### config.mk
export PLATFORM = sky130hd
export DESIGN_NAME = distance_display_ctrl
export DESIGN_NICKNAME = d
export VERILOG_FILES = /design/src/rtl/radar_pkg.sv /design/src/rtl/seg7_digit_enc.sv /design/src/rtl/distance_display_ctrl.sv
export SDC_FILE = /design/constraint.sdc
export NUM_CORES = 1
export LEC_CHECK = 0
export CORE_ASPECT_RATIO = 1.4
export CORE_MARGIN = 8
export CORE_UTILIZATION = 31
export DETAILED_ROUTE_END_ITERATION = 10
export GPL_ROUTABILITY_DRIVEN = 0
export GPL_TIMING_DRIVEN = 0
export PLACE_DENSITY = 0.57
export SETUP_SLACK_MARGIN = 0.05
export SYNTH_ARGS = -nofsm -noshare
export SYNTH_HDL_FRONTEND = slang
export SYNTH_SLANG_ARGS = --single-unit
### constraint.sdc
create_clock -name clk -period 1.8 [get_ports clk]
set_clock_uncertainty 0.1 [all_clocks]
set_input_delay 0.27 -clock clk [delete_from_list [all_inputs] [get_ports clk]]
set_output_delay 0.27 -clock clk [all_outputs]
set_load 0.03 [all_outputs]
### src/rtl/radar_pkg.sv
// Shared constants for the radar display path: FSM encodings, segment
// patterns and the double-dabble nibble correction.
package radar_pkg;

  localparam logic [1:0] ST_IDLE = 2'd0;
  localparam logic [1:0] ST_CONV = 2'd1;
  localparam logic [1:0] ST_LOAD = 2'd2;

  localparam logic [6:0] SEG_BLANK = 7'h7F;
  localparam logic [6:0] SEG_DASH  = 7'h3F;

  // Active-low patterns for digits 0..9, bit0 = segment a.
  localparam logic [6:0] SEG_DIGIT [0:9] = '{
    7'h40, 7'h79, 7'h24, 7'h30, 7'h19,
    7'h12, 7'h02, 7'h78, 7'h00, 7'h10
  };

  function automatic logic [3:0] dd_adjust(input logic [3:0] nib);
    return (nib >= 4'd5) ? (nib + 4'd3) : nib;
  endfunction

endpackage

### src/rtl/seg7_digit_enc.sv
// One BCD digit to active-low seven-segment pattern; dash wins over blank,
// non-decimal nibbles show blank.
module seg7_digit_enc
  import radar_pkg::*;
(
  input  logic [3:0] nibble,
  input  logic       blank,
  input  logic       dash,
  output logic [6:0] seg
);

  // Pattern select
  always_comb begin
    seg = SEG_BLANK;
    if (dash) begin
      seg = SEG_DASH;
    end else if (blank) begin
      seg = SEG_BLANK;
    end else begin
      case (nibble)
        4'd0:    seg = SEG_DIGIT[0];
        4'd1:    seg = SEG_DIGIT[1];
        4'd2:    seg = SEG_DIGIT[2];
        4'd3:    seg = SEG_DIGIT[3];
        4'd4:    seg = SEG_DIGIT[4];
        4'd5:    seg = SEG_DIGIT[5];
        4'd6:    seg = SEG_DIGIT[6];
        4'd7:    seg = SEG_DIGIT[7];
        4'd8:    seg = SEG_DIGIT[8];
        4'd9:    seg = SEG_DIGIT[9];
        default: seg = SEG_BLANK;
      endcase
    end
  end

endmodule

### src/rtl/distance_display_ctrl.sv
// Captures 10-bit distance words, converts them to BCD one bit per clock
// and drives four active-low digits with blanking and out-of-range dashes.
module distance_display_ctrl
  import radar_pkg::*;
#(
  parameter int MAX_CM   = 400,
  parameter int BLANK_LZ = 1
) (
  input  logic       clk,
  input  logic       reset_n,
  input  logic [9:0] distance,
  input  logic       distance_valid,
  output logic [6:0] hex0,
  output logic [6:0] hex1,
  output logic [6:0] hex2,
  output logic [6:0] hex3,
  output logic [6:0] hex4,
  output logic [6:0] hex5,
  output logic [15:0] bcd,
  output logic       out_of_range,
  output logic       busy,
  output logic       done
);

  localparam logic [10:0] MAX_W    = 11'(MAX_CM);
  localparam logic        BLANK_EN = (BLANK_LZ != 0);

  logic [1:0]  state_q, state_d;
  logic [3:0]  iter_q, iter_d;
  logic [9:0]  bin_q, bin_d;
  logic [15:0] work_q, work_d;
  logic [9:0]  cap_q, cap_d;
  logic        pend_flag_q, pend_flag_d;
  logic [9:0]  pend_val_q, pend_val_d;
  logic [15:0] bcd_q, bcd_d;
  logic        oor_q, oor_d;
  logic [6:0]  hex0_q, hex0_d, hex1_q, hex1_d, hex2_q, hex2_d, hex3_q, hex3_d;
  logic        busy_q, busy_d;
  logic        done_q, done_d;

  logic [15:0] adj_s;
  logic        oor_s;
  logic        lz3_s, lz2_s, lz1_s;
  logic [6:0]  seg0_s, seg1_s, seg2_s, seg3_s;

  assign adj_s = {dd_adjust(work_q[15:12]), dd_adjust(work_q[11:8]),
                  dd_adjust(work_q[7:4]),   dd_adjust(work_q[3:0])};
  assign oor_s = ({1'b0, cap_q} > MAX_W);

  // A digit blanks only when it and every digit above it are zero.
  assign lz3_s = BLANK_EN && (work_q[15:12] == 4'd0);
  assign lz2_s = lz3_s && (work_q[11:8] == 4'd0);
  assign lz1_s = lz2_s && (work_q[7:4] == 4'd0);

  seg7_digit_enc u_enc0 (.nibble(work_q[3:0]),   .blank(1'b0),  .dash(oor_s), .seg(seg0_s));
  seg7_digit_enc u_enc1 (.nibble(work_q[7:4]),   .blank(lz1_s), .dash(oor_s), .seg(seg1_s));
  seg7_digit_enc u_enc2 (.nibble(work_q[11:8]),  .blank(lz2_s), .dash(oor_s), .seg(seg2_s));
  seg7_digit_enc u_enc3 (.nibble(work_q[15:12]), .blank(lz3_s), .dash(oor_s), .seg(seg3_s));

  // Next-state: capture, shift-add-3 conversion, display load, pending strobe
  always_comb begin
    state_d     = state_q;
    iter_d      = iter_q;
    bin_d       = bin_q;
    work_d      = work_q;
    cap_d       = cap_q;
    pend_flag_d = pend_flag_q;
    pend_val_d  = pend_val_q;
    bcd_d       = bcd_q;
    oor_d       = oor_q;
    hex0_d      = hex0_q;
    hex1_d      = hex1_q;
    hex2_d      = hex2_q;
    hex3_d      = hex3_q;
    done_d      = 1'b0;
    case (state_q)
      ST_IDLE: begin
        if (distance_valid) begin
          cap_d   = distance;
          bin_d   = distance;
          work_d  = 16'd0;
          iter_d  = 4'd0;
          state_d = ST_CONV;
        end else if (pend_flag_q) begin
          cap_d       = pend_val_q;
          bin_d       = pend_val_q;
          work_d      = 16'd0;
          iter_d      = 4'd0;
          pend_flag_d = 1'b0;
          state_d     = ST_CONV;
        end else begin
          state_d = ST_IDLE;
        end
      end
      ST_CONV: begin
        work_d = {adj_s[14:0], bin_q[9]};
        bin_d  = {bin_q[8:0], 1'b0};
        iter_d = iter_q + 4'd1;
        if (iter_q == 4'd9) begin
          state_d = ST_LOAD;
        end else begin
          state_d = ST_CONV;
        end
      end
      ST_LOAD: begin
        bcd_d   = work_q;
        oor_d   = oor_s;
        hex0_d  = seg0_s;
        hex1_d  = seg1_s;
        hex2_d  = seg2_s;
        hex3_d  = seg3_s;
        done_d  = 1'b1;
        state_d = ST_IDLE;
      end
      default: begin
        state_d = ST_IDLE;
      end
    endcase
    // Strobes arriving mid-conversion keep only the newest value.
    if (distance_valid && (state_q != ST_IDLE)) begin
      pend_val_d  = distance;
      pend_flag_d = 1'b1;
    end else begin
      pend_val_d = pend_val_q;
    end
    busy_d = (state_d != ST_IDLE);
  end

  // State and output registers
  always_ff @(posedge clk or negedge reset_n) begin
    if (!reset_n) begin
      state_q     <= ST_IDLE;
      iter_q      <= 4'd0;
      bin_q       <= 10'd0;
      work_q      <= 16'd0;
      cap_q       <= 10'd0;
      pend_flag_q <= 1'b0;
      pend_val_q  <= 10'd0;
      bcd_q       <= 16'd0;
      oor_q       <= 1'b0;
      hex0_q      <= SEG_BLANK;
      hex1_q      <= SEG_BLANK;
      hex2_q      <= SEG_BLANK;
      hex3_q      <= SEG_BLANK;
      busy_q      <= 1'b0;
      done_q      <= 1'b0;
    end else begin
      state_q     <= state_d;
      iter_q      <= iter_d;
      bin_q       <= bin_d;
      work_q      <= work_d;
      cap_q       <= cap_d;
      pend_flag_q <= pend_flag_d;
      pend_val_q  <= pend_val_d;
      bcd_q       <= bcd_d;
      oor_q       <= oor_d;
      hex0_q      <= hex0_d;
      hex1_q      <= hex1_d;
      hex2_q      <= hex2_d;
      hex3_q      <= hex3_d;
      busy_q      <= busy_d;
      done_q      <= done_d;
    end
  end

  assign hex0         = hex0_q;
  assign hex1         = hex1_q;
  assign hex2         = hex2_q;
  assign hex3         = hex3_q;
  assign hex4         = SEG_BLANK;
  assign hex5         = SEG_BLANK;
  assign bcd          = bcd_q;
  assign out_of_range = oor_q;
  assign busy         = busy_q;
  assign done         = done_q;

endmodule
### Word-level counts from Yosys, hierarchy flattened

Memories as Yosys holds them, arrays and structs flattened.
Cells that the tools add are included.

| word-level totals | value |
|---|---|
| memories | 4 |
| logic and storage cells | 77 |
| RAM bits | 0 |
| register bits | 100 |
| memory bits (read-only) | 448 |
| bits in latches | 0 |
| output and inout bits | 61 |
| input port bits | 13 |

| operators by class | value |
|---|---|
| div/mod/pow operators | 0 |
| equal/unequal tests | 5 |
| add/sub/neg operators | 5 |
| bitwise logic cells | 0 |
| order comparisons | 5 |
| mux-type cells | 28 |
| reductions and logical operators | 15 |
| multiply operators | 0 |
| shifts and indexed selects | 0 |

Memory list:

| name | depth | width | rd ports | clocked after memory_dff | write ports | RTL line | RTL |
|---|---|---|---|---|---|---|---|
| (no name shown) | 16 | 7 | 1 | 0 | 0 | seg7_digit_enc.sv:20 | `case (nibble)` |
| (no name shown) | 16 | 7 | 1 | 0 | 0 | seg7_digit_enc.sv:20 |  |
| (no name shown) | 16 | 7 | 1 | 0 | 0 | seg7_digit_enc.sv:20 |  |
| (no name shown) | 16 | 7 | 1 | 0 | 0 | seg7_digit_enc.sv:20 |  |

Operator list:

| operator | number |
|---|---|
| 2-to-1 mux 7 bit | 7 |
| 2-to-1 mux 16 bit | 2 |
| case mux 16 bit (2 select lines) | 1 |
| 2-to-1 mux 10 bit | 2 |
| 2-to-1 mux 4 bit | 5 |
| case mux 10 bit (2 select lines) | 1 |
| >= comparator 4 x 3 -> 1 bit (second input constant) | 4 |
| adder 4 x 2 -> 4 bit (second input constant) | 3 |
| logical NOT 4 bit | 3 |
| greater-than comparator 10 x 9 -> 1 bit (second input constant) | 1 |
| nonzero test 2 bit | 5 |
| case mux 4 bit (2 select lines) | 1 |
| 2-to-1 mux 1 bit | 6 |
| AND reduction 2 bit | 3 |
| adder 4 x 1 -> 4 bit (second input constant) | 1 |
| equality test 4 bit (second input constant) | 1 |
| case mux 2 bit (2 select lines) | 1 |
| adder 3 x 2 -> 3 bit (second input constant) | 1 |
| logical AND 1 bit | 3 |
| 2-to-1 mux 3 bit | 1 |
| != test 3 bit (second input constant) | 1 |
| equality test 2 x 1 -> 1 bit (second input constant) | 1 |
| equality test 2 bit (second input constant) | 1 |
| logical NOT 2 bit | 1 |
| 2 further kinds | 2 |

### Depth between registers and ports, before layout

Gate-level depths: netlist of run 1.

| logic depth | value |
|---|---|
| depth in word-level cells | 5 |
| depth in mapped cells | 6 |

### Hierarchy

From an unflattened synthesis of run 1, not the netlist that was laid out.

| unflattened totals | value |
|---|---|
| cells, all modules | 457 |
| area, all modules | 5341.4 um^2 |

Modules (own cells, without submodules):

| module | instances | cells an instance | area an instance (um^2) |
|---|---|---|---|
| distance_display_ctrl | 1 | 335 | 4426.7 |
| seg7_digit_enc at u_enc0 ... | 3 | 30 | 231.5 |
| seg7_digit_enc at u_enc1 | 1 | 32 | 220.2 |

### Least setup slack after synthesis of run 1

No wires, ideal clock.

| path | value |
|---|---|
| kind | register to register |
| from | register work_q[12] |
| to | register hex1_q[3] (netlist: hex1[3]) |
| setup time | 88 ps |
| data arrival time | 1592 ps |
| slack | 20 ps |
| stages on the path, launching flop included | 7 |
| path buffers | 0 |
| path through | dfrtp_1 inv_1 ha_1 nor3b_4 nand4_2 and3_4 a221oi_2 |

| on the way | value |
|---|---|
| word-level cells in the longest chain between the ends | 5 |

RTL lines:

| element | RTL line | RTL |
|---|---|---|
| start, declared | distance_display_ctrl.sv:31 | `logic [15:0] work_q, work_d;` |
| start signal, assigned | distance_display_ctrl.sv:151 | `work_q <= work_d;` |
| logical NOT 4 bit | distance_display_ctrl.sv:51 | `assign lz3_s = BLANK_EN && (work_q[15:12] == 4'd0);` |
| logical AND 1 bit | distance_display_ctrl.sv:52 | `assign lz2_s = lz3_s && (work_q[11:8] == 4'd0);` |
| logical AND 1 bit | distance_display_ctrl.sv:53 | `assign lz1_s = lz2_s && (work_q[7:4] == 4'd0);` |
| 2-to-1 mux 7 bit | seg7_digit_enc.sv:17 | `end else if (blank) begin` |
| 2-to-1 mux 7 bit | seg7_digit_enc.sv:15 | `if (dash) begin` |
| end signal, assigned | distance_display_ctrl.sv:142 | `hex1_q <= SEG_BLANK;` |
| end signal, assigned | distance_display_ctrl.sv:158 | `hex1_q <= hex1_d;` |
| end, declared | distance_display_ctrl.sv:37 | `logic [6:0] hex0_q, hex0_d, hex1_q, hex1_d, hex2_q, hex2_d, hex3_q, hex3_d;` |

No other way between the ends.
A chain may end at the register's enable or synchronous reset.

### Final worst setup path of run 1

Ends and elaborated chain as after synthesis.

==> impl_summary.md, run 1 <==
Pwr
The switching component of the power is 0.00525 W. The power per standard cell area is 1920 nW/µm². The part of the power in the clock network is 17.3%. The internal power consumption is 0.00724 W. Summed over all cells, the static leakage comes to 2.96 nW.

The part of the total power dissipated in combinational logic is 48.9%. The share of total power consumed by net switching is 42.0%. VDD sags by at most 828 µV.

Sequential cells burn 33.8% of the power.

Global route
The remaining global-route overflow is 0. The via count of the first global-routing pass is 4006. The overall track demand over capacity in global routing is 12.7%. The initial antenna violation count is 0. The first-pass GRT wire length is 21000 µm.

The pin count of the biggest net entering global routing is 66.

Logic synthesis
Dividing the synthesized area by the synthesized cell count gives 10.2 µm². The cell type with the highest aggregate area in the netlist is dfrtp_1. The synthesized instance count is 495. During synthesis, Yosys emitted a total of 0 warnings.

The unique cell type count in the Yosys netlist is 52. The total of flip-flops plus latches after synthesis is 100. In this run, synthesis inferred 0 flip-flops with an integrated enable. The area share of the leading cell type in the synthesized netlist is 35.6%.

The fraction of registers with async set or reset after synthesis is 100%. For this run, the register share of the synthesized area comes to 50.2%. The mapped netlist covers 5060 µm². The most frequently used flop master after synthesis is dfrtp_1.

Sorting the synthesized cells by area gives the leading types as dfrtp_1 36%, dfstp_2 15%, ha_1 5.7%, o21ai_0 4.8%, nand2_1 3.5%.

CTS
After clock tree synthesis, the clock-pin slew on the worst setup and hold paths is 70 ps. The clock tree from TritonCTS is built. The tree is rooted in a clkbuf_16. The number of clock buffers added by TritonCTS is 9. The clock latency reported for the late side of the worst-skew pair is 350 ps. In this run the deepest clock path goes through 2 buffers. For this design, the sink count on the clock tree is 100. The H-tree level count is 3.

Status
The run finished with clean final reports.

STA
The number of endpoints failing setup at the final stage is 0. The final clock period utilization by the worst path is 99.3%. After layout, the worst setup slack is 12.7 ps. The clock period minus worst slack is 1790 ps.

The number of max-slew violations in the final report is 0. The top achievable clock speed is 559 MHz. Setup repair after global routing could not meet its margin everywhere.

The worst-margin pin slew is 639 ps. The number of endpoints with negative hold slack in the final report came to 0. The relative max-transition margin is 57.4%.

Setup path
The worst setup path is launched from a flip-flop. Walking the worst path, the cells encountered are inv_2, ha_4, nor3b_4, nand4_2, and3_4, a221oi_4. The delay of the slowest cell on the worst path is 440 ps. The nature of the critical path endpoint is a flip-flop.

The start of the worst register-to-register path is work_q[12]. Tracing the worst setup path back leads to its startpoint at work_q[12]. Of all nets on the critical path, the largest fanout is 4. Together, buffers and inverters on the worst path number 1. For this design, the slowest cell found on the critical path is dfrtp_1. The cell family contributing the most delay on the critical path is simple AND/OR/NAND/NOR gates. The critical path arrival is 1950 ps. The worst endpoint required time is 1960 ps.

The critical path is of the flip-flop to flip-flop type.

Routing
Across all layers, the routed design uses 3855 vias. The number of antenna-violating nets in the routed design is 0. In this run, the number of DRC markers left after iteration 0 of detailed routing was 180. Dividing the detail-routed wire length by the instance count gives 15.9 µm. Using the TritonRoute via totals, the vias-per-cell ratio works out to 4.85. The DRC violations left is 0. The number of iterations in the first detailed-routing pass is 4. The wire length reported by the detailed router is 12700 µm.

Placement
Once detailed placement completed, the half-perimeter wirelength came to 9310 µm. In this run, placement finished with an instance count of 767. Port buffering added 59 buffers. Before CTS, the worst setup slack after placement is -262 ps.

Final layout
The filler cells instantiated in the layout total 1601. The multi-input combinational cells in the finished layout cover a total of 2350 µm². From synthesis to final layout, the design area changed by 28.4%. The final layout contains 627 nets. Of the cells placed in the final design, the portion with a size suffix greater than 1 is 23.7%. The antenna diode count is 0.

The footprint of the flip-flops and latches is 2540 µm². Once layout is complete, the cells apart from fillers number 795.

Floorplanning
The number of top-level pins is 74. The effective utilization at floorplan is 31.4%. From bottom edge to top edge, the die measures 167 µm. The floorplan step set the die width to 124 µm. The floorplan has 55 rows. The standard cell core area is 16100 µm². The die covers 20700 µm².

Flow run
Across the run, the number of max-cap violations was 0.

Worst hold path
The min-delay analysis places its worst path in the category primary input to asynchronous set/reset pin.
==> cells by family after synthesis <==
| family | after synthesis | share of synthesized area (%) |
|---|---|---|
| multiplexers | 30 | 6.26 |
| AO/OA/AOI/OAI | 132 | 17.1 |
| buffers and inverters | 66 | 6.73 |
| flip-flops | 100 | 50.2 |
| other | 1 | 0.0741 |
| AND/OR/NAND/NOR | 138 | 13.1 |
| adder cells (fa/ha/maj) | 23 | 5.69 |
| XOR/XNOR | 5 | 0.866 |
==> layout by cell type, fill, tap and decap left out, types with 3 or more instances in the layout <==
| cell | Yosys | final |
|---|---|---|
| mux2_2 | 13 | 13 |
| buf_6 | 4 | 4 |
| clkbuf_16 | 0 | 9 |
| buf_4 | 14 | 26 |
| ha_4 | 0 | 3 |
| a21o_1 | 13 | 13 |
| dlygate4sd2_1 | 0 | 43 |
| ha_1 | 23 | 19 |
| clkbuf_1 | 16 | 11 |
| xnor2_1 | 5 | 5 |
| o22a_1 | 9 | 9 |
| nor3b_1 | 3 | 3 |
| a21oi_1 | 28 | 23 |
| nand3_1 | 17 | 17 |
| dfstp_2 | 28 | 28 |
| dfrtp_1 | 72 | 67 |
| nand2_1 | 47 | 47 |
| o21ai_0 | 48 | 45 |
| inv_2 | 1 | 5 |
| nor2_2 | 4 | 3 |
| clkdlybuf4s50_1 | 0 | 12 |
| a21oi_2 | 0 | 5 |
| clkbuf_2 | 0 | 5 |
| mux2i_1 | 17 | 17 |
| nand2b_1 | 8 | 8 |
| a221o_1 | 9 | 9 |
| buf_2 | 8 | 8 |
| conb_1 | 1 | 14 |
| o31ai_1 | 4 | 4 |
| dlymetal6s2s_1 | 0 | 3 |
| a32o_1 | 4 | 4 |
| inv_1 | 23 | 17 |
| nor2_1 | 42 | 42 |
| dfrtp_2 | 0 | 5 |
| o211ai_1 | 3 | 3 |
==> Yosys cell counts (2+ instances only) <==
library cell and count:
nor2_2 4, o22a_1 9, buf_6 4, o211ai_1 3
clkbuf_1 16, nor3_1 2, a32o_1 4, nand3_1 17
inv_1 23, nor2_1 42, a221oi_2 2, a21boi_0 2
and2_1 2, nand2_1 47, xnor2_1 5, dfstp_2 28
buf_2 8, nand3b_1 2, o21ai_0 48, o31ai_1 4
dfrtp_1 72, buf_4 14, a31oi_1 2, a221o_1 9
ha_1 23, nand2b_1 8, a21o_1 13, nor3b_1 3
mux2_2 13, mux2i_1 17, a21oi_1 28
==> layer usage <==
layer  up-vias  routed length (µm)  track usage [%]
met2        57                6690             21.9
met4         0                 238             5.76
li1       1888                   -                -
met5         -                   0                0
met1      1893                5270             14.7
met3        17                 483             2.15
==> area by class of cell <==
cell class	count	share of cell area (%)
Sequential cell	100	39.2
Tap cell	199	3.83
Clock inverter	6	1.46
Multi-Input combinational cell	342	36.3
Inverter	24	1.46
Timing Repair Buffer	72	10.2
Clock buffer	10	3.68
Buffer	42	3.95
==> power groups by stage <==
stage,clock network [W],registers (W),logic [W]
final,0.00216,0.00423,0.00610
after floorplan,0,0.00511,0.00315
after detailed placement,0,0.00427,0.00603
after global placement,0,0.00424,0.00596
after global routing,0.00230,0.00438,0.00671
after CTS,0.00221,0.00424,0.00597
==> state kept, by name, indices dropped and copies added (netlist names), 2 cells and up <==
| name | count |
|---|---|
| hex2 | 7 |
| cap_q | 10 |
| hex3 | 7 |
| state_q | 2 |
| hex1 | 7 |
| bin_q | 10 |
| bcd | 16 |
| hex0 | 7 |
| pend_val_q | 10 |
| iter_q | 4 |
| work_q | 16 |
==> per-stage QoR <==
step,hold WS [ps],area (µm²),total power (W),TNS (ps),utilization (%)
final,325,6490,0.0125,0,40.3
after global routing,357,6490,0.0134,-265,40.3
after CTS,336,6390,0.0124,0,39.7
after detailed placement,165,5970,0.0103,-6000,37.1
after global placement,366,5950,0.0102,-305570,36.9
after floorplan,-126,5110,0.00826,0,-
==> worst paths after layout <==
path / end / slack, ps / cells past startpoint
worst max-delay path: hex1[3] / 10 / 6
worst min-delay path: busy / 330 / 2
worst max register to register: hex1[3] / 10 / 6
worst min register to register: bcd[6] / 370 / 2
max in group asynchronous: hex0[6] / 530 / 3
min in group clk: bcd[6] / 370 / 2
==> what timing repair did <==
| action | CTS | global route |
|---|---|---|
| pin swaps | 3 | 8 |
| endpoints found under the hold margin | 19 | 0 |
| setup endpoints to repair | 81 | 37 |
| resized for setup | 63 | 27 |
| hold buffers | 1 | 0 |
| setup buffers | 8 | 3 |
Power figures use the tool's default switching activity.
==> run 2, diff against run 1 <==
--- a/config.mk
+++ b/config.mk
@@ -5,13 +5,16 @@
 export SDC_FILE = /design/constraint.sdc
 export NUM_CORES = 1
 export LEC_CHECK = 0
+export ABC_CLOCK_PERIOD_IN_PS = 1800
 export CORE_ASPECT_RATIO = 1.4
 export CORE_MARGIN = 8
 export CORE_UTILIZATION = 31
 export DETAILED_ROUTE_END_ITERATION = 10
 export GPL_ROUTABILITY_DRIVEN = 0
 export GPL_TIMING_DRIVEN = 0
+export HOLD_SLACK_MARGIN = 0.12
 export PLACE_DENSITY = 0.57
+export REMOVE_ABC_BUFFERS = 1
 export SETUP_SLACK_MARGIN = 0.05
 export SYNTH_ARGS = -nofsm -noshare
 export SYNTH_HDL_FRONTEND = slang
==> run 2 against run 1 <==
  * Flip-flop and latch count is the same
  * Die area is the same
  * Cell area decreased by 2.3%
  * Critical endpoint unchanged
==> impl_summary.md, run 2 (synthesized netlist as in run 1, its figures left out) <==
Global route
The initial antenna violation count is 0 (unchanged). The first-pass GRT wire length is 19100 µm (was 21000 µm). The via count of the first global-routing pass is 3746 (was 4006). The overall track demand over capacity in global routing is 11.5% (was 12.7%). The remaining global-route overflow is 0 (unchanged). The pin count of the biggest net entering global routing was 54 (was 66).

Placement
The post-placement cell count is 725 (was 767). The count of input and output buffers came to 59 (unchanged). The minimum setup slack after placement is -1170 ps (was -262 ps). The post-placement cell area is 5720 µm² (was 5970 µm²). The post-detailed-placement half-perimeter wirelength is 7660 µm (was 9310 µm).

Floorplanning
The number of top-level pins came to 74 (unchanged). The effective utilization at floorplan is 31.4% (unchanged). The count of standard-cell rows is 55 (unchanged). The chip width is 124 µm (unchanged).

The standard cell core area came to 16100 µm² (unchanged). The area of the die is 20700 µm² (unchanged). The y dimension of the die is 167 µm (unchanged).

Setup path
The delay of the slowest cell on the worst path is 420 ps (was 440 ps). The highest fanout seen on the critical path is 5 (was 4). The type of element launching the critical path is a flip-flop (unchanged).

The type of the worst setup path is flip-flop to flip-flop (unchanged). The family with the most delay on the worst path is simple AND/OR/NAND/NOR gates (unchanged). The critical path arrival came to 1880 ps (was 1950 ps).

The worst endpoint required time came to 1950 ps (was 1960 ps). The cell with the largest stage delay on the worst path is dfrtp_2 (was dfrtp_1). The number of buffers and inverters on the critical path is 1 (unchanged).

The nature of the critical path endpoint was a flip-flop (unchanged). Critical-path cell list: inv_4, ha_4, nor3b_4, nand4_4, and3_4, a221oi_2 (was inv_2, ha_4, nor3b_4, nand4_2, and3_4, a221oi_4).

Routing
The number of iterations in the first detailed-routing pass is 5 (was 4). The met3 layer wire length in the routed design is 647 µm (was 483 µm). The DRC violations left came to 0 (unchanged). The per-cell via count in the routed design is 4.94 (was 4.85). The violation count after the first detailed-route iteration is 178 (was 180). The per-cell routed wire length is 15.6 µm (was 15.9 µm).

The detailed route wirelength on metal2 is 5860 µm (was 6690 µm). The highest routing layer actually used is met4 (unchanged). The wire length reported by the detailed router is 11900 µm (was 12700 µm). The number of antenna-violating nets in the routed design is 0 (unchanged). The vias after detailed routing was 3762 (was 3855).

The met1 wire length is 5230 µm (was 5270 µm).

CTS
The library cell used as clock root buffer is clkbuf_16 (unchanged). The clock buffer count from CTS is 9 (unchanged). The sink count of the clock tree came to 100 (unchanged). The clock latency reported for the late side of the worst-skew pair is 340 ps (was 350 ps). The H-tree level count is 3 (unchanged). The largest buffer count on any clock path is 2 (unchanged).

The clock tree from TritonCTS is built (unchanged). The clock transition at the registers of the reported paths is 70 ps (about the same).

Final layout
The count of nets after finishing is 593 (was 627). The non-filler instance count after layout was 761 (was 795). The antenna diode count is 0 (unchanged). The design area is 6350 µm² (was 6490 µm²). The relative area change from synthesis to final layout is 25.5% (was 28.4%). Most frequent cells in the layout: 63 x dfrtp_1, 47 x nand2_1, 46 x o21ai_0 (was 67 x dfrtp_1, 47 x nand2_1, 45 x o21ai_0). The most common cell after layout, fill and taps aside is dfrtp_1 (unchanged). The ratio of cells with drive above 1 in the final layout came to 23.0% (was 23.7%).

STA
The number of endpoints with negative hold slack in the final report came to 0 (unchanged). The worst-margin pin slew is 635 ps (was 639 ps). The clock period minus worst slack is 1720 ps (was 1790 ps).

The relative max-transition margin was 57.7% (was 57.4%). The number of endpoints failing setup at the final stage is 0 (unchanged). The final clock period utilization by the worst path is 95.8% (was 99.3%). The top achievable clock speed is 580 MHz (was 559 MHz). The number of max-slew violations in the final report was 0 (unchanged).

The worst setup slack after layout is 75.1 ps (was 12.7 ps). Unrepaired setup endpoints after global routing: yes (unchanged).

Status
Status: completed (unchanged).

Flow run
The count of maximum capacitance violations is 0 (unchanged).

Pwr
The maximum vdd ir drop is 783 µV (was 828 µV). The leakage power figure is 2.85 nW (was 2.96 nW). The power per standard cell area is 1900 nW/µm² (was 1920 nW/µm²).

Worst hold path
The worst min-delay path category is flip-flop to flip-flop (was primary input to asynchronous set/reset pin).
[run 2: cell type report]
| type | count | area [µm²] |
|---|---|---|
| multi-input cells | 344 | 2430 |
| flip-flops and latches | 100 | 2550 |
| well taps | 199 | 249 |
| clock inverters | 5 | 37.5 |
| fillers | 1600 | 9750 |
| clock buffers | 11 | 243 |
| repair inverters | 1 | 8.76 |
| inverters | 24 | 111 |
| repair buffers | 77 | 717 |
[run 2: worst reg2reg max path: cells and delay by family (launching register included)]
family                     cells  cell delay (ps)
AOI/OAI and AO/OA              1              270
adders and majority gates      1              140
buffers and inverters          1               90
DFF                            1              420
and+or+nand+nor                3              620
[run 2: layer usage]
| metal | GRT usage, % | vias to the layer above |
|---|---|---|
| met5 | 0 | - |
| met4 | 3.37 | 0 |
| met3 | 2.52 | 11 |
| met2 | 19.1 | 68 |
| met1 | 14.5 | 1860 |
| li1 | - | 1823 |
[run 2: what timing repair did]
action / in CTS / in global routing
hold buffers: 1 / 0
resized for setup: 87 / 21
pin swaps: 4 / 8
setup buffers: 9 / 7
cloned: 2 / 1
endpoints found under the hold margin: 40 / 0
endpoints found under the setup margin: 129 / 34
[run 2: final timing paths]
path	from	end	slack, ps	cells after the start
max in group asynchronous	reset_n	hex1[2]	480	3
worst min register to register	bcd[6]	bcd[6]	370	2
min in group asynchronous	reset_n	done	380	2
worst max register to register	work_q[13]	hex1[3]	80	6
worst max-delay path	work_q[13]	hex1[3]	80	6
worst min-delay path	bcd[6]	bcd[6]	370	2
[run 2: per-stage QoR]
stage          setup TNS (ps)  utilization [%]  hold WS, ps  power (W)
2_1_floorplan           -1910                -         -126    0.00806
3_3_place_gp          -368540             35.4          362    0.00991
3_5_place_dp           -69340             35.5          234     0.0100
4_1_cts                     0             38.6          377     0.0119
5_1_grt                 -15.8             39.4          397     0.0130
6_report                    0             39.4          369     0.0121
[run 2: power breakdown]
group / leakage [nW] / switching [W] / internal (W)
logic: 1.55 / 0.00339 / 0.00243
clock network: 0.132 / 0.000845 / 0.000979
registers: 1.17 / 0.000935 / 0.00348
==> run 3, diff against run 2 <==
--- a/config.mk
+++ b/config.mk
@@ -15,7 +15,6 @@
 export HOLD_SLACK_MARGIN = 0.12
 export PLACE_DENSITY = 0.57
 export REMOVE_ABC_BUFFERS = 1
-export SETUP_SLACK_MARGIN = 0.05
 export SYNTH_ARGS = -nofsm -noshare
 export SYNTH_HDL_FRONTEND = slang
 export SYNTH_SLANG_ARGS = --single-unit
==> run 3 against run 2 <==
  * Critical path depth did not move
  * Global-route usage barely moved
  * First-iteration DRC count rose by 10%
  * Flip-flop and latch count did not move
  * Hold slack improved by 4.8 ps
  * Total power fell by 0.77%
  * Die area did not move
  * Non-clock buffer count fell by 1
  * Via count fell by 1.7%
  * Fmax fell by 1.8%
  * Critical endpoint unchanged
  * Largest power group unchanged
  * Highest routed layer unchanged
==> impl_summary.md, run 3 (synthesized netlist as in run 1, its figures left out) <==
CTS
The clock latency reported for the late side of the worst-skew pair was 340 ps (about the same). The library cell used as clock root buffer is clkbuf_16 (unchanged). The clock transition at the registers of the reported paths came to 70 ps (about the same).

The H-tree level count is 3 (unchanged). The largest buffer count on any clock path came to 2 (unchanged). The sink count of the clock tree is 100 (unchanged).

The clock tree from TritonCTS is built (unchanged). The clock buffer count from CTS is 9 (unchanged).

Routing
The per-cell via count in the routed design is 4.87 (was 4.94). The violation count after the first detailed-route iteration is 196 (was 178). The per-cell routed wire length is 15.3 µm (was 15.6 µm). The vias after detailed routing was 3698 (was 3762). The wire length reported by the detailed router is 11600 µm (was 11900 µm). The DRC violations left came to 0 (unchanged). The number of antenna-violating nets in the routed design was 0 (unchanged).

The number of iterations in the first detailed-routing pass is 5 (unchanged).

Status
Status: completed (unchanged).

STA
The number of max-slew violations in the final report is 0 (unchanged). The worst-margin pin slew was 636 ps (was 635 ps). Unrepaired setup endpoints after global routing: yes (unchanged).

The clock period minus worst slack is 1760 ps (was 1720 ps). The final clock period utilization by the worst path came to 97.6% (was 95.8%). The top achievable clock speed was 569 MHz (was 580 MHz).

The accumulated negative setup slack was 0 ps (unchanged). The number of endpoints failing setup at the final stage is 0 (unchanged). The relative max-transition margin is 57.6% (was 57.7%). The number of endpoints with negative hold slack in the final report is 0 (unchanged).

Setup path
The critical path arrival is 1910 ps (was 1880 ps). The worst endpoint required time is 1960 ps (was 1950 ps). The nature of the critical path endpoint is a flip-flop (unchanged).

The type of the worst setup path was flip-flop to flip-flop (unchanged). The start of the worst register-to-register path is work_q[13] (unchanged). The highest fanout seen on the critical path is 5 (unchanged). The critical path startpoint is work_q[13] (unchanged).

The type of element launching the critical path is a flip-flop (unchanged).

Global route
The met2 track demand over resource in global routing was 19.2% (was 19.1%). The global-route track usage on met3 was 2.32% (was 2.52%). The met1 track demand over resource in global routing is 14.5% (about the same). The busiest metal layer after global routing was met2 (unchanged). The initial antenna violation count came to 0 (unchanged). The first-pass GRT wire length was 19100 µm (about the same). The pin count of the biggest net entering global routing is 54 (unchanged). The via count of the first global-routing pass is 3721 (was 3746). The overall track demand over capacity in global routing is 11.4% (was 11.5%).

The remaining global-route overflow is 0 (unchanged).

Final layout
The count of nets after finishing is 591 (was 593). The antenna diode count is 0 (unchanged). The relative area change from synthesis to final layout is 24.3% (was 25.5%). The most common cell after layout, fill and taps aside is dfrtp_1 (unchanged). The non-filler instance count after layout is 759 (was 761). Most frequent cells in the layout: 65 x dfrtp_1, 47 x nand2_1, 47 x o21ai_0 (was 63 x dfrtp_1, 47 x nand2_1, 46 x o21ai_0). The ratio of cells with drive above 1 in the final layout is 21.4% (was 23.0%). The final design utilization is 39.1% (was 39.4%). The fill cell total of the finished layout is 1620 (was 1600).

Floorplanning
The area of the die is 20700 µm² (unchanged). The effective utilization at floorplan is 31.4% (unchanged). The chip width is 124 µm (unchanged).

The number of top-level pins is 74 (unchanged). The y dimension of the die is 167 µm (unchanged). The count of standard-cell rows was 55 (unchanged). The standard cell core area is 16100 µm² (unchanged).

Flow run
The count of maximum capacitance violations came to 0 (unchanged).

Worst hold path
The start point of the worst hold path is bcd[6] (unchanged). The worst min-delay path category is flip-flop to flip-flop (unchanged).

Pwr
The leakage power figure is 2.79 nW (was 2.85 nW). The power per standard cell area is 1900 nW/µm² (about the same). The maximum vdd ir drop is 810 µV (was 783 µV).

Placement
The post-placement cell count came to 725 (unchanged). The post-detailed-placement half-perimeter wirelength is 7660 µm (unchanged). The count of input and output buffers is 59 (unchanged).
## run 3: cell types whose count changed in the layout (fill, tap and decap cells not counted), sizes merged
cell           delta
dlymetal6s2s      -2
buf               -1
a21o              -1
clkbuf            +1
clkdlybuf4s15     -1
clkdlybuf4s50    +15
dlygate4sd2      -13
## run 3: cell type report
| cell class | count | area (µm²) | share of cell area (%) |
|---|---|---|---|
| flip-flops and latches | 100 | 2550 | 40.5 |
| multi-input cells | 343 | 2380 | 37.8 |
| repair buffers | 76 | 714 | 11.4 |
| well taps | 199 | 249 | 3.96 |
| clock buffers | 11 | 243 | 3.86 |
| inverters | 24 | 114 | 1.81 |
| clock inverters | 5 | 37.5 | 0.597 |
| repair inverters | 1 | 8.76 | 0.139 |
## run 3: final timing paths
| check | endpoint | slack [ps] | cells past startpoint |
|---|---|---|---|
| setup / recovery | hex1[3] | 40 | 6 |
| hold / removal | bcd[6] | 370 | 2 |
| setup reg to reg | hex1[3] | 40 | 6 |
| hold reg to reg | bcd[6] | 370 | 2 |
| max in group asynchronous | hex1[2] | 480 | 3 |
| min in group asynchronous | done | 380 | 2 |
## run 3: layer usage
layer	routed length (µm)	vias up
met5	0	-
met4	59	0
met3	587	4
met2	5890	70
met1	5100	1807
li1	-	1817
## run 3: report_power, final
part | total [W] | internal [W] | switching, W
combinational | 0.00569 | 0.00241 | 0.00327
sequential | 0.00445 | 0.00348 | 0.000973
clock | 0.00183 | 0.000979 | 0.000852
## run 3: what timing repair did
item	CTS	global route
setup buffers	5	10
gates cloned	2	0
hold endpoints to repair	40	0
hold buffers	1	0
endpoints found under the setup margin	114	45
pin swaps	3	7
resized for setup	65	19
## run 3: critical path, stage by stage (launching register included)
cell,delay [ps]
dfrtp_2,440
inv_4,90
ha_4,160
nor3b_4,260
nand4_4,170
and3_4,190
a221oi_2,270
## run 3: per-stage QoR
stage | cell area (µm²) | power (W) | worst slack [ps] | hold WS (ps)
2_1_floorplan | 4860 | 0.00806 | -188 | -126
3_3_place_gp | 5700 | 0.00991 | -3340 | 362
3_5_place_dp | 5720 | 0.0100 | -1170 | 234
4_1_cts | 6160 | 0.0119 | -49.5 | 381
5_1_grt | 6290 | 0.0129 | -25.6 | 400
6_report | 6290 | 0.0120 | 43.6 | 374
